### config.mk
export PLATFORM = sky130hd
export DESIGN_NAME = infra_red_nec_rx
export DESIGN_NICKNAME = d
export VERILOG_FILES = /design/src/rtl/infra_red_pkg.sv /design/src/rtl/ir_pulse_timer.sv /design/src/rtl/infra_red_nec_rx.sv
export SDC_FILE = /design/constraint.sdc
export NUM_CORES = 1
export LEC_CHECK = 0
export BUFFER_PORTS_ARGS = -buffer_cell sky130_fd_sc_hd__buf_4
export CAP_MARGIN = 20
export CORE_UTILIZATION = 65
export DETAILED_ROUTE_END_ITERATION = 10
export PLACE_DENSITY = 0.84
export SLEW_MARGIN = 30
export SYNTH_ARGS = -nofsm -noshare
export SYNTH_HDL_FRONTEND = slang
export SYNTH_SLANG_ARGS = --single-unit
### constraint.sdc
create_clock -name clk_i -period 7.1 [get_ports clk_i]
set_clock_uncertainty 0.2 [all_clocks]
set_input_delay 0.71 -clock clk_i [delete_from_list [all_inputs] [get_ports clk_i]]
set_output_delay 0.71 -clock clk_i [all_outputs]
set_load 0.005 [all_outputs]
### src/rtl/infra_red_pkg.sv
// Shared types and timing windows for the NEC infrared receiver.
package infra_red_pkg;

  localparam int DUR_W = 14;

  typedef enum logic [2:0] {
    IDLE,
    LEAD_MK,
    LEAD_SP,
    BIT_MK,
    BIT_SP,
    REP_MK,
    TRAIL
  } ir_state_e;

  // Acceptance windows in microseconds, both ends inclusive.
  localparam logic [DUR_W-1:0] LEAD_MARK_MIN  = 14'd8000;
  localparam logic [DUR_W-1:0] LEAD_MARK_MAX  = 14'd10000;
  localparam logic [DUR_W-1:0] LEAD_SPACE_MIN = 14'd4000;
  localparam logic [DUR_W-1:0] LEAD_SPACE_MAX = 14'd5000;
  localparam logic [DUR_W-1:0] REP_SPACE_MIN  = 14'd1750;
  localparam logic [DUR_W-1:0] REP_SPACE_MAX  = 14'd2750;
  localparam logic [DUR_W-1:0] BIT_MARK_MIN   = 14'd400;
  localparam logic [DUR_W-1:0] BIT_MARK_MAX   = 14'd750;
  localparam logic [DUR_W-1:0] ZERO_SPACE_MIN = 14'd400;
  localparam logic [DUR_W-1:0] ZERO_SPACE_MAX = 14'd750;
  localparam logic [DUR_W-1:0] ONE_SPACE_MIN  = 14'd1400;
  localparam logic [DUR_W-1:0] ONE_SPACE_MAX  = 14'd1950;

  function automatic logic in_win(input logic [DUR_W-1:0] d,
                                  input logic [DUR_W-1:0] lo,
                                  input logic [DUR_W-1:0] hi);
    return (d >= lo) && (d <= hi);
  endfunction

endpackage

### src/rtl/ir_pulse_timer.sv
// Input synchroniser, mark polarity, edge detect and microsecond phase timer.
module ir_pulse_timer
  import infra_red_pkg::*;
#(
  parameter int CLK_HZ      = 100000000,
  parameter int SYNC_STAGES = 2,
  parameter int ACTIVE_LOW  = 1
) (
  input  logic             clk_i,
  input  logic             rst_i,
  input  logic             ir_i,
  output logic             data_ir_o,
  output logic             mark_o,
  output logic             edge_o,
  output logic [DUR_W-1:0] dur_o
);

  localparam int PRESC = CLK_HZ / 1000000;
  localparam int PW    = (PRESC > 1) ? $clog2(PRESC) : 1;
  localparam logic [PW-1:0] PRESC_LAST = PW'(PRESC - 1);
  localparam logic IDLE_LVL = (ACTIVE_LOW != 0);

  logic [SYNC_STAGES-1:0] sync_q;
  logic                   mark_q;
  logic [PW-1:0]          presc_q, presc_d;
  logic [DUR_W-1:0]       dur_q, dur_d;
  logic                   tick;

  assign data_ir_o = sync_q[SYNC_STAGES-1];
  assign mark_o    = data_ir_o ^ IDLE_LVL;
  assign edge_o    = mark_o ^ mark_q;
  assign tick      = (presc_q == PRESC_LAST);
  assign dur_o     = dur_q;

  // Shift the raw input through the synchroniser; reset parks it at the idle level.
  always_ff @(posedge clk_i or posedge rst_i) begin
    if (rst_i) sync_q <= {SYNC_STAGES{IDLE_LVL}};
    else       sync_q <= {sync_q[SYNC_STAGES-2:0], ir_i};
  end

  // Phase timer: an edge restarts both counters and beats a coincident tick.
  always_comb begin
    presc_d = tick ? '0 : presc_q + 1'b1;
    dur_d   = dur_q;
    if (tick && (dur_q != '1)) dur_d = dur_q + 1'b1;
    if (edge_o) begin
      presc_d = '0;
      dur_d   = '0;
    end
  end

  // Timer and previous-mark registers.
  always_ff @(posedge clk_i or posedge rst_i) begin
    if (rst_i) begin
      mark_q  <= 1'b0;
      presc_q <= '0;
      dur_q   <= '0;
    end else begin
      mark_q  <= mark_o;
      presc_q <= presc_d;
      dur_q   <= dur_d;
    end
  end

endmodule

### src/rtl/infra_red_nec_rx.sv
// NEC frame and repeat-code decoder: phase FSM, 32-bit shift register, checksum.
module infra_red_nec_rx
  import infra_red_pkg::*;
#(
  parameter int CLK_HZ      = 100000000,
  parameter int SYNC_STAGES = 2,
  parameter int ACTIVE_LOW  = 1,
  parameter int TIMEOUT_US  = 12000
) (
  input  logic       clk_i,
  input  logic       rst_i,
  input  logic       ir_i,
  output logic       data_ir_o,
  output logic [7:0] addr_o,
  output logic [7:0] cmd_o,
  output logic       valid_o,
  output logic       repeat_o,
  output logic       err_o,
  output logic       busy_o
);

  localparam logic [DUR_W-1:0] TO = DUR_W'(TIMEOUT_US);

  logic             mark, edg;
  logic [DUR_W-1:0] dur;

  ir_state_e   state_q, state_d;
  logic [4:0]  cnt_q, cnt_d;
  logic [31:0] sr_q, sr_d, sr_shift;
  logic [7:0]  addr_q, addr_d, cmd_q, cmd_d;
  logic        have_q, have_d;
  logic        valid_q, valid_d, rep_q, rep_d, err_q, err_d;
  logic        is_zero, is_one, tmo;

  ir_pulse_timer #(
    .CLK_HZ     (CLK_HZ),
    .SYNC_STAGES(SYNC_STAGES),
    .ACTIVE_LOW (ACTIVE_LOW)
  ) u_timer (
    .clk_i    (clk_i),
    .rst_i    (rst_i),
    .ir_i     (ir_i),
    .data_ir_o(data_ir_o),
    .mark_o   (mark),
    .edge_o   (edg),
    .dur_o    (dur)
  );

  assign is_zero  = in_win(dur, ZERO_SPACE_MIN, ZERO_SPACE_MAX);
  assign is_one   = in_win(dur, ONE_SPACE_MIN, ONE_SPACE_MAX);
  assign sr_shift = {is_one, sr_q[31:1]};
  assign tmo      = (dur >= TO);

  // Phase decisions are made on the edge that closes each mark or space.
  always_comb begin
    state_d = state_q;
    cnt_d   = cnt_q;
    sr_d    = sr_q;
    addr_d  = addr_q;
    cmd_d   = cmd_q;
    have_d  = have_q;
    valid_d = 1'b0;
    rep_d   = 1'b0;
    err_d   = 1'b0;
    case (state_q)
      IDLE:    if (edg && mark) state_d = LEAD_MK;
      LEAD_MK: begin
        // Short bursts are treated as line noise and dropped without error.
        if (edg) state_d = in_win(dur, LEAD_MARK_MIN, LEAD_MARK_MAX) ? LEAD_SP : IDLE;
        else if (tmo) state_d = IDLE;
      end
      LEAD_SP: begin
        if (edg) begin
          if (in_win(dur, LEAD_SPACE_MIN, LEAD_SPACE_MAX)) begin
            state_d = BIT_MK;
            cnt_d   = '0;
          end else if (in_win(dur, REP_SPACE_MIN, REP_SPACE_MAX)) begin
            state_d = REP_MK;
          end else begin
            state_d = IDLE;
            err_d   = 1'b1;
          end
        end else if (tmo) begin
          state_d = IDLE;
          err_d   = 1'b1;
        end
      end
      BIT_MK: begin
        if (edg) begin
          if (in_win(dur, BIT_MARK_MIN, BIT_MARK_MAX)) state_d = BIT_SP;
          else begin
            state_d = IDLE;
            err_d   = 1'b1;
          end
        end else if (tmo) begin
          state_d = IDLE;
          err_d   = 1'b1;
        end
      end
      BIT_SP: begin
        if (edg) begin
          if (is_zero || is_one) begin
            sr_d = sr_shift;
            if (cnt_q != 5'd31) begin
              cnt_d   = cnt_q + 1'b1;
              state_d = BIT_MK;
            end else if ((sr_shift[15:8] == ~sr_shift[7:0]) &&
                         (sr_shift[31:24] == ~sr_shift[23:16])) begin
              addr_d  = sr_shift[7:0];
              cmd_d   = sr_shift[23:16];
              valid_d = 1'b1;
              have_d  = 1'b1;
              state_d = TRAIL;
            end else begin
              state_d = IDLE;
              err_d   = 1'b1;
            end
          end else begin
            state_d = IDLE;
            err_d   = 1'b1;
          end
        end else if (tmo) begin
          state_d = IDLE;
          err_d   = 1'b1;
        end
      end
      REP_MK: begin
        if (edg) begin
          state_d = IDLE;
          if (in_win(dur, BIT_MARK_MIN, BIT_MARK_MAX)) rep_d = have_q;
          else err_d = 1'b1;
        end else if (tmo) begin
          state_d = IDLE;
          err_d   = 1'b1;
        end
      end
      TRAIL: begin
        // Swallow the stop burst so it cannot look like a new leader.
        if (edg || (dur > TO)) state_d = IDLE;
      end
      default: state_d = IDLE;
    endcase
  end

  // Decoder state and registered output strobes.
  always_ff @(posedge clk_i or posedge rst_i) begin
    if (rst_i) begin
      state_q <= IDLE;
      cnt_q   <= '0;
      sr_q    <= '0;
      addr_q  <= '0;
      cmd_q   <= '0;
      have_q  <= 1'b0;
      valid_q <= 1'b0;
      rep_q   <= 1'b0;
      err_q   <= 1'b0;
    end else begin
      state_q <= state_d;
      cnt_q   <= cnt_d;
      sr_q    <= sr_d;
      addr_q  <= addr_d;
      cmd_q   <= cmd_d;
      have_q  <= have_d;
      valid_q <= valid_d;
      rep_q   <= rep_d;
      err_q   <= err_d;
    end
  end

  assign addr_o   = addr_q;
  assign cmd_o    = cmd_q;
  assign valid_o  = valid_q;
  assign repeat_o = rep_q;
  assign err_o    = err_q;
  assign busy_o   = (state_q != IDLE);

endmodule

## Word level (Yosys, flattened, before mapping)

Index checks and enable logic that the tools add are counted.
Widths: inputs -> output; s select.

- Output and inout bits: 21
- Memories kept: 0
- Flip-flop bits (word level): 84
- Bits in read-only memories: 0
- Logic and storage cells: 115
- RAM bits: 0
- Latch bits: 0

- Magnitude comparators: 12
- Shifts and indexed selects: 0
- Reduce and logical (&&, ||, !) cells: 19
- Multipliers: 0
- Bitwise logic cells: 5
- Div/mod/pow operators: 0
- Add/subtract/negate cells: 3
- Muxes and demuxes: 45
- Equality and inequality tests: 18

Operators with widths:

| kind | number |
|---|---|
| $mux 3 | 14 |
| $ge 14x11->1 const B | 2 |
| $mux 14 | 2 |
| $mux 5 | 5 |
| $pmux 3 s7 | 1 |
| $mux 1 | 18 |
| $eq 8x8->1 | 2 |
| $not 8->8 | 2 |
| $add 14x1->14 const B | 1 |
| $ge 14x12->1 const B | 1 |
| $ge 14x13->1 const B | 1 |
| $ge 14x14->1 const B | 1 |
| $ge 14x9->1 const B | 1 |
| $gt 14x14->1 const B | 1 |
| $le 14x10->1 const B | 1 |
| $le 14x11->1 const B | 1 |
| $le 14x12->1 const B | 1 |
| $le 14x13->1 const B | 1 |
| $le 14x14->1 const B | 1 |
| $mux 7 | 2 |
| $ne 14x14->1 const B | 1 |
| $ne 2x2->1 const B | 7 |
| $pmux 5 s2 | 1 |
| $eq 3x3->1 const B | 3 |
| 20 further kinds | 31 |

## Longest topological paths before layout

Gate-level depths: netlist (run 1).

- Depth in word-level cells: 9
- Depth in mapped cells: 9
- Depth with buffers taken out: 9

## By module

From an unflattened synthesis (run 1), not the netlist that was laid out.

- Cell total of the unflattened synthesis: 401
- Area, all modules: 4431.8 um^2

Modules (own cells, without submodules):

| module | instances | area an instance (um^2) | cells an instance | seq. area each (um^2) |
|---|---|---|---|---|
| infra_red_nec_rx | 1 | 3239.4 | 285 | 1476.4 |
| ir_pulse_timer | 1 | 1192.4 | 116 | 603.1 |

## Worst setup path after synthesis (run 1)

OpenSTA, ideal clock, no wires.

- Path type: reg-to-reg
- Start point: register u_timer.dur_q[1] (netlist: u_timer.dur_o[1])
- End point: register addr_q[7] (netlist: addr_o[7])
- Slack: 4.296 ns
- Buffers on the path: 2
- Cell stages (with the launch flop): 9
- Library setup time: 0.127 ns
- Period minus slack after synthesis: 2.804 ns
- Arrival time: 2.477 ns
- Cell sequence: dfrtp_1 buf_6 nand4_4 or4_4 a211oi_4 nand2_1 o31ai_4 buf_6 mux2_1

- Word-level cells in the longest chain between the ends: 5
- Elaborated cells on any way between the ends: 10
- Those cells by class: order compare (4); eq/ne (1); reduce/logical (5)

Ends and longest elaborated chain:

| element | line | text |
|---|---|---|
| start, declared | ir_pulse_timer.sv:26 | `logic [DUR_W-1:0] dur_q, dur_d;` |
| start signal, assigned | ir_pulse_timer.sv:61 | `dur_q <= dur_d;` |
| $ge 14x11->1 / $le 14x11->1 (equally long branches) | infra_red_pkg.sv:33 | `return (d >= lo) && (d <= hi);` |
| $logic_and 1x1->1 | infra_red_pkg.sv:33 |  |
| $eq 8x8->1 | infra_red_nec_rx.sv:108 | `(sr_shift[31:24] == ~sr_shift[23:16])) begin` |
| $logic_and 1x1->1 | infra_red_nec_rx.sv:107 | `end else if ((sr_shift[15:8] == ~sr_shift[7:0]) &&` |
| $reduce_and 5->1 (no source line) * | n/a |  |
| end signal, assigned | infra_red_nec_rx.sv:161 | `addr_q <= addr_d;` |
| end, declared | infra_red_nec_rx.sv:30 | `logic [7:0] addr_q, addr_d, cmd_q, cmd_d;` |

Mark *: on every way between the ends. The rest lies on a longest branch, timed or not.
A chain may end at the register's enable or synchronous reset.

## Worst setup path after layout (run 1)

- Start point: register u_timer.dur_q[5] (netlist: u_timer.dur_o[5])
- End point: register sr_q[28]

- Word-level cells in the longest chain between the ends: 4
- Elaborated cells on any way between the ends: 8
- Those cells by class: order compare (4); reduce/logical (4)

Ends and longest elaborated chain:

| element | line | text |
|---|---|---|
| $ge 14x9->1, or another cell as far along | infra_red_pkg.sv:33 |  |
| $logic_and 1x1->1 | infra_red_pkg.sv:33 |  |
| $logic_or 1x1->1 * | infra_red_nec_rx.sv:102 | `if (is_zero \|\| is_one) begin` |
| $reduce_and 3->1 (no source line) * | n/a |  |
| end signal, assigned | infra_red_nec_rx.sv:160 | `sr_q <= sr_d;` |
| end, declared | infra_red_nec_rx.sv:29 | `logic [31:0] sr_q, sr_d, sr_shift;` |

Marked as above.

==> results of run 1 <==
cells by family after synthesis:
logic type / after synthesis
buffers and inverters: 33
AND/OR/NAND/NOR: 137
adder cells (fa/ha/maj): 7
multiplexers: 47
flip-flops: 83
AO/OA/AOI/OAI: 58
XOR/XNOR: 32
stage by stage:
step / total power [mW] / setup slack [ps]
2_1_floorplan: 0.5210 / 4057
3_3_place_gp: 0.5341 / 3676
3_5_place_dp: 0.5351 / 3596
4_1_cts: 0.8387 / 3606
5_1_grt: 0.8640 / 3436
6_report: 0.8332 / 3682
Yosys cell counts (3+ instances only):
library cell	n	area share (%)
a21o_1	4	0.70
nor4_1	5	0.72
or4_1	6	1.0
or3_1	5	0.72
buf_2	7	0.81
o211ai_1	4	0.70
xor2_1	23	4.7
buf_6	3	0.78
and3_1	7	1.0
nand4_1	13	1.9
clkbuf_1	9	0.78
nand2b_1	5	0.72
a31oi_1	3	0.43
nor3_1	11	1.3
a21oi_1	8	0.93
nor2_1	32	2.8
o31ai_1	3	0.52
o311ai_0	3	0.61
dfrtp_1	81	47
ha_1	7	2.0
mux2_2	38	9.9
xnor2_1	9	1.8
inv_1	12	1.0
nand2_1	24	2.1
o21ai_0	13	1.5
mux2_1	8	2.1
nand3_1	13	1.5
registers in the layout, indices dropped and copies added (netlist names):
register         flops
addr_o               8
valid_o              1
have_q               1
u_timer.mark_q       1
cnt_q                5
u_timer.dur_o       14
err_o                1
u_timer.presc_q      7
cmd_o                8
u_timer.sync_q       2
sr_q                31
state_q              3
repeat_o             1
per-layer routing:
layer | vias to the layer above | share of wire, % | track usage, %
met3 | 25 | 4.6 | 3.759
met5 | - | 0 | 0
li1 | 1471 | - | -
met1 | 1503 | 45 | 38.17
met4 | 0 | 2.8 | 13.71
met2 | 112 | 48 | 44.78
cell usage in the layout (no fill, tap or decap), types with 6 or more instances in the layout:
cell type / count
o21ai_0: 13
buf_4: 25
nand4_1: 13
inv_1: 11
a21oi_1: 8
mux2_1: 8
mux2_2: 38
nor2_1: 31
nand2_1: 24
xnor2_1: 9
or4_1: 6
clkbuf_8: 9
xor2_1: 23
nand3_1: 13
nor3_1: 11
and3_1: 7
ha_1: 7
dfrtp_1: 81
power breakdown:
group          leakage (nW)  internal, mW  switching [mW]
Sequential             1.15         0.478          0.0102
Combinational          1.00        0.0123          0.0248
Clock                0.0820         0.128           0.180
worst min-delay path by stage:
stage | to | cells after the start | startpoint | slack [ps]
finish | sr_q[19] | 2 | rst_i | 140
detailed placement | u_timer.sync_q[1] | 0 | u_timer.sync_q[0] | 150
floorplan | u_timer.sync_q[1] | 0 | u_timer.sync_q[0] | 150
global route | u_timer.sync_q[1] | 0 | u_timer.sync_q[0] | 170
global placement | u_timer.sync_q[1] | 0 | u_timer.sync_q[0] | 150
CTS | cmd_o[2] | 2 | rst_i | 150
cell type report:
| type | instances | area [um^2] | share of cell area, % |
|---|---|---|---|
| clock inverter | 7 | 50.05 | 1.071 |
| inverter | 12 | 46.29 | 0.9904 |
| tap | 77 | 96.34 | 2.061 |
| sequential | 83 | 2079 | 44.49 |
| clock buffer | 9 | 123.9 | 2.650 |
| multi-input combinational | 281 | 2079 | 44.49 |
| timing repair buffer | 26 | 198.9 | 4.256 |
==> flow_summary.ini, run 1 <==
[status]
status = finished, final reports clean

[clock_tree]
clockRootBuffer = clkbuf_8
cts_setup_buffers = 0
clkSinkCount = 83
clkLatencyLatePin_ps = 360
clockBufferDepth = 2
cts-buffers-inserted = 9
ctsHoldBuffers = 0
cts_tree = done
htreeDepth = 3
cts_resized = 0
cts.reportedPaths.clkPinSlew_ps = 90

[logic_synthesis]
synth_mux_area_share_pct = 12.24
synth_top_family_by_area = simple AND/OR/NAND/NOR gates
synth_nets = 407
synth-compound-area-share_pct = 10.21
synth-edff-count = 0
yosysUniqueCellTypes = 63
netlist_area_um2 = 4315
syn_inst = 397
ys_ff_latch = 83
synth_async_sr_flop_share_pct = 100.0
ys_seq_area_share_pct = 48.19
yosys.area_share.simple_pct = 17.16
synth-main-ff-cell = dfrtp_1
synth_fa_ha_area_share_pct = 2.030
syn_avg_cell_area_um2 = 10.87
yosys_warnings = 0
yosys.area_share.xor_xnor_pct = 6.495

[layout]
stdcell_area_um2 = 4674
finalNetCount = 423
antenna_cells = 0
fin_cells = 495
syn_to_final_growth_pct = 8.321
utilization_pct = 73.20
drive_above_1_share_pct = 22.49
fillers = 462

[critical_path]
worst-path-stages = 7
critPathMaxStageDelay_ps = 700
critPathArrivalTime_ps = 3470
end_kind = register
setup.worst_path.start_class = register
endpoint = sr_q[28]
r2r_start = u_timer.dur_o[5]
r2r-end = sr_q[28]
r2r_slack_ps = 3680
r2r_cells = 7
startpoint = u_timer.dur_o[5]
crit_buf_inv = 1
cp_top_family = simple AND/OR/NAND/NOR gates
cp_slowest_cell = o31ai_1
worstPathRequired_ps = 7150
worstPathCellList = nand3_1 -> o31ai_1 -> and2_0 -> nor2_1 -> nor2_2 -> buf_4 -> mux2_2
crit_fanout = 31
crit_type = register to register

[grt]
grt_pass1_vias = 3073
grt_max_degree = 57
grt_pass1_wl_mm = 15.26
track_usage_pct = 28.03
antenna_found_initial = 0
overflow = 0

[drt]
drc = 0
ant_nets = 0
num_vias = 3111
drt_wl_total_mm = 9.031
drt_iter0_markers = 232
wl_per_cell_um = 18.24
first_pass_iters = 4
vias_per_cell = 6.285

[placed_design]
dp.cells = 478
routabilityCongestion = 0.9742
place_area_um2 = 4489
dp_hpwl_mm = 6.078
io_buffers = 23

[timing]
holdWs_ps = 143.5
period_share_pct = 48.14
final-hold-violation-count = 0
slew_headroom_pct = 53.67
rsz0062_at_grt = false
worst_pin_slew_ps = 689.0
maxSlewViolCount = 0
fin_tns_setup_ps = 0
max_freq_ghz = 0.2925
finalSetupViolCount = 0
period_needed_ps = 3418

[power]
p_leak_nw = 2.228
ir_drop_mv = 0.1894
power_density_nw_per_um2 = 178.2

[floorplan]
die_height_um = 83.48
die_x_um = 83.48
io_pins = 24
fp.dieArea_um2 = 6969
start_util_pct = 67.57
rows = 29
core-area_um2 = 6386

[worst_hold_path]
hold_path.class = primary input to async pin

[job]
maxCapViolCount = 0
No activity file was read; power rests on OpenSTA's default activity.
==> inputs of run 2 (changes only) <==
--- a/config.mk
+++ b/config.mk
@@ -7,9 +7,9 @@
 export LEC_CHECK = 0
 export BUFFER_PORTS_ARGS = -buffer_cell sky130_fd_sc_hd__buf_4
 export CAP_MARGIN = 20
-export CORE_UTILIZATION = 65
+export CORE_UTILIZATION = 61
 export DETAILED_ROUTE_END_ITERATION = 10
-export PLACE_DENSITY = 0.84
+export PLACE_DENSITY = 0.8
 export SLEW_MARGIN = 30
 export SYNTH_ARGS = -nofsm -noshare
 export SYNTH_HDL_FRONTEND = slang
==> constraint.sdc (replaced) <==
create_clock -name clk_i -period 3.3 [get_ports clk_i]
set_clock_uncertainty 0.2 [all_clocks]
set_input_delay 0.33 -clock clk_i [delete_from_list [all_inputs] [get_ports clk_i]]
set_output_delay 0.33 -clock clk_i [all_outputs]
set_load 0.005 [all_outputs]
==> run 2 against run 1 <==
Net effect:
- non-clock buffer count increased by 15
- sequential share of layout area fell by 1.4 points
- worst hold slack gained 18 ps
- sequential cell count unchanged
- clock-buffer cell count did not move
- core utilization is 2.5 points lower
- combinational power is 120% higher
- register-to-register slack lost 3500 ps
- cell area increased by 3.3%
- critical path depth is the same
- die area rose by 6.4%
- critical path type unchanged
- largest cell class unchanged
- largest power group unchanged
==> flow_summary.ini, run 2 (synthesis gave the netlist of run 1 again) <==
[status]
status = finished, final reports clean

[layout]
largest_reg_flops = 31
mostFrequentLayoutCells = 81 x dfrtp_1, 39 x buf_4, 38 x mux2_2
antenna_cells = 0
stdcell_area_um2 = 4827
finalNetCount = 438
top_register = sr_q
multi_input_area_um2 = 2079
regArea_um2 = 2079
drive_above_1_share_pct = 24.54
syn_to_final_growth_pct = 11.86
utilization_pct = 70.66
final_common_cell = dfrtp_1
fillers = 511

[critical_path]
r2r_start = u_timer.dur_o[6]
crit_buf_inv = 0
end_kind = register
critPathArrivalTime_ps = 3200
crit_fanout = 15
r2r_slack_ps = 170
cp_slowest_cell = or4_1
r2r_cells = 7
r2r-end = cnt_q[3]
setup.worst_path.start_class = register
crit_type = register to register
worstPathCellList = or4_1 -> a41oi_1 -> o211ai_1 -> a21o_1 -> a2111o_1 -> or3_1 -> a21boi_1
worstPathRequired_ps = 3370
cp_top_family = compound AO/OA/AOI/OAI gates
critPathMaxStageDelay_ps = 600

[timing]
maxSlewViolCount = 0
period_needed_ps = 3132
timing.final.ws_setup_ps = 168.1
worst_pin_slew_ps = 793.3
period_share_pct = 94.90
rsz0062_at_grt = false
final-hold-violation-count = 0
max_freq_ghz = 0.3193
finalSetupViolCount = 0
fin_tns_setup_ps = 0
slew_headroom_pct = 47.05

[clock_tree]
clockBufferDepth = 2
cts-buffers-inserted = 9
cts_resized = 0
htreeDepth = 3
clkLatencyLatePin_ps = 350
cts.reportedPaths.clkPinSlew_ps = 80
clkSinkCount = 83
clockRootBuffer = clkbuf_8
cts_tree = done
cts_setup_buffers = 0

[placed_design]
routabilityCongestion = 0.9270
io_buffers = 23
place_ws_ps = 286.0
place_area_um2 = 4618
dp_hpwl_mm = 6.319

[power]
ir_drop_mv = 0.2674
power_density_nw_per_um2 = 382.6
p_leak_nw = 2.316

[floorplan]
start_util_pct = 63.17
die_height_um = 86.11
fp.dieArea_um2 = 7415
rows = 30
core-area_um2 = 6832
io_pins = 24
die_x_um = 86.11

[drt]
wl_per_cell_um = 17.20
wl_met3_um = 394
drt_iter0_markers = 219
drc = 0
vias_per_cell = 5.987
top_layer_used = met4
dr_wl_met2_mm = 4.470
ant_nets = 0
drt_wl_total_mm = 9.079
num_vias = 3161
wl_met1_mm = 4.061
first_pass_iters = 4

[grt]
overflow = 0
grt_pass1_wl_mm = 15.14
track_usage_pct = 26.54
antenna_found_initial = 0
grt_pass1_vias = 3037
grt_max_degree = 48

[worst_hold_path]
hold_path_depth = 0
hp-start = u_timer.sync_q[0]
hold_path.class = register to register
hold_end = u_timer.sync_q[1]

[job]
maxCapViolCount = 0
## run 2: cell count changes in the layout (fill, tap and decap cells not counted)
cell	delta
buf_4	+14
inv_6	-1
bufinv_16	+1
buf_6	-1
clkinvlp_4	-2
dlygate4sd3_1	+2
clkinv_4	+1
## run 2: power breakdown
part | leakage [nW] | internal (mW) | total [mW] | switching (mW)
Clock | 0.0955 | 0.347 | 0.713 | 0.366
Sequential | 1.15 | 1.03 | 1.05 | 0.0207
Combinational | 1.07 | 0.0306 | 0.0837 | 0.0531
## run 2: worst max-delay path by stage
stage	cells after the start	from	endpoint
2_1_floorplan	8	u_timer.dur_o[1]	addr_o[7]
3_3_place_gp	7	u_timer.dur_o[6]	cnt_q[3]
3_5_place_dp	7	u_timer.dur_o[6]	cnt_q[3]
4_1_cts	7	u_timer.dur_o[6]	cnt_q[3]
5_1_grt	7	u_timer.dur_o[6]	cnt_q[3]
6_report	7	u_timer.dur_o[6]	cnt_q[3]
## run 2: metrics by stage
step | power (mW) | cells | hold slack, ps
final | 1.847 | 528 | 161.9
after global routing | 1.928 | 528 | 171.4
after CTS | 1.867 | 528 | 163.2
after detailed placement | 1.153 | 511 | 151.0
after global placement | 1.152 | 511 | 145.7
after floorplan | 1.121 | 397 | 134.5
## run 2: worst register-to-register path: stages (launching register included)
cell and delay, ps:
dfrtp_1 560, or4_1 600, a41oi_1 250, o211ai_1 150, a21o_1 220, a2111o_1 530
or3_1 380, a21boi_1 160
## run 2: final cells by class
type	count	share of cell area (%)
Clock inverter	6	1.348
Clock buffer	9	2.566
Timing Repair Buffer	41	6.480
Sequential cell	83	43.08
Tap cell	96	2.488
Multi-Input combinational cell	281	43.08
Inverter	12	0.9590
## run 2: timing repair
action	4_1_cts	5_1_grt
hold endpoints to repair	44	0
endpoints found under the setup margin	0	0
hold buffers	2	0
## run 2: metal layers
metal	global-route usage [%]	vias up
li1	-	1497
met5	0	-
met4	9.091	0
met1	36.90	1561
met3	5.582	15
met2	41.56	88
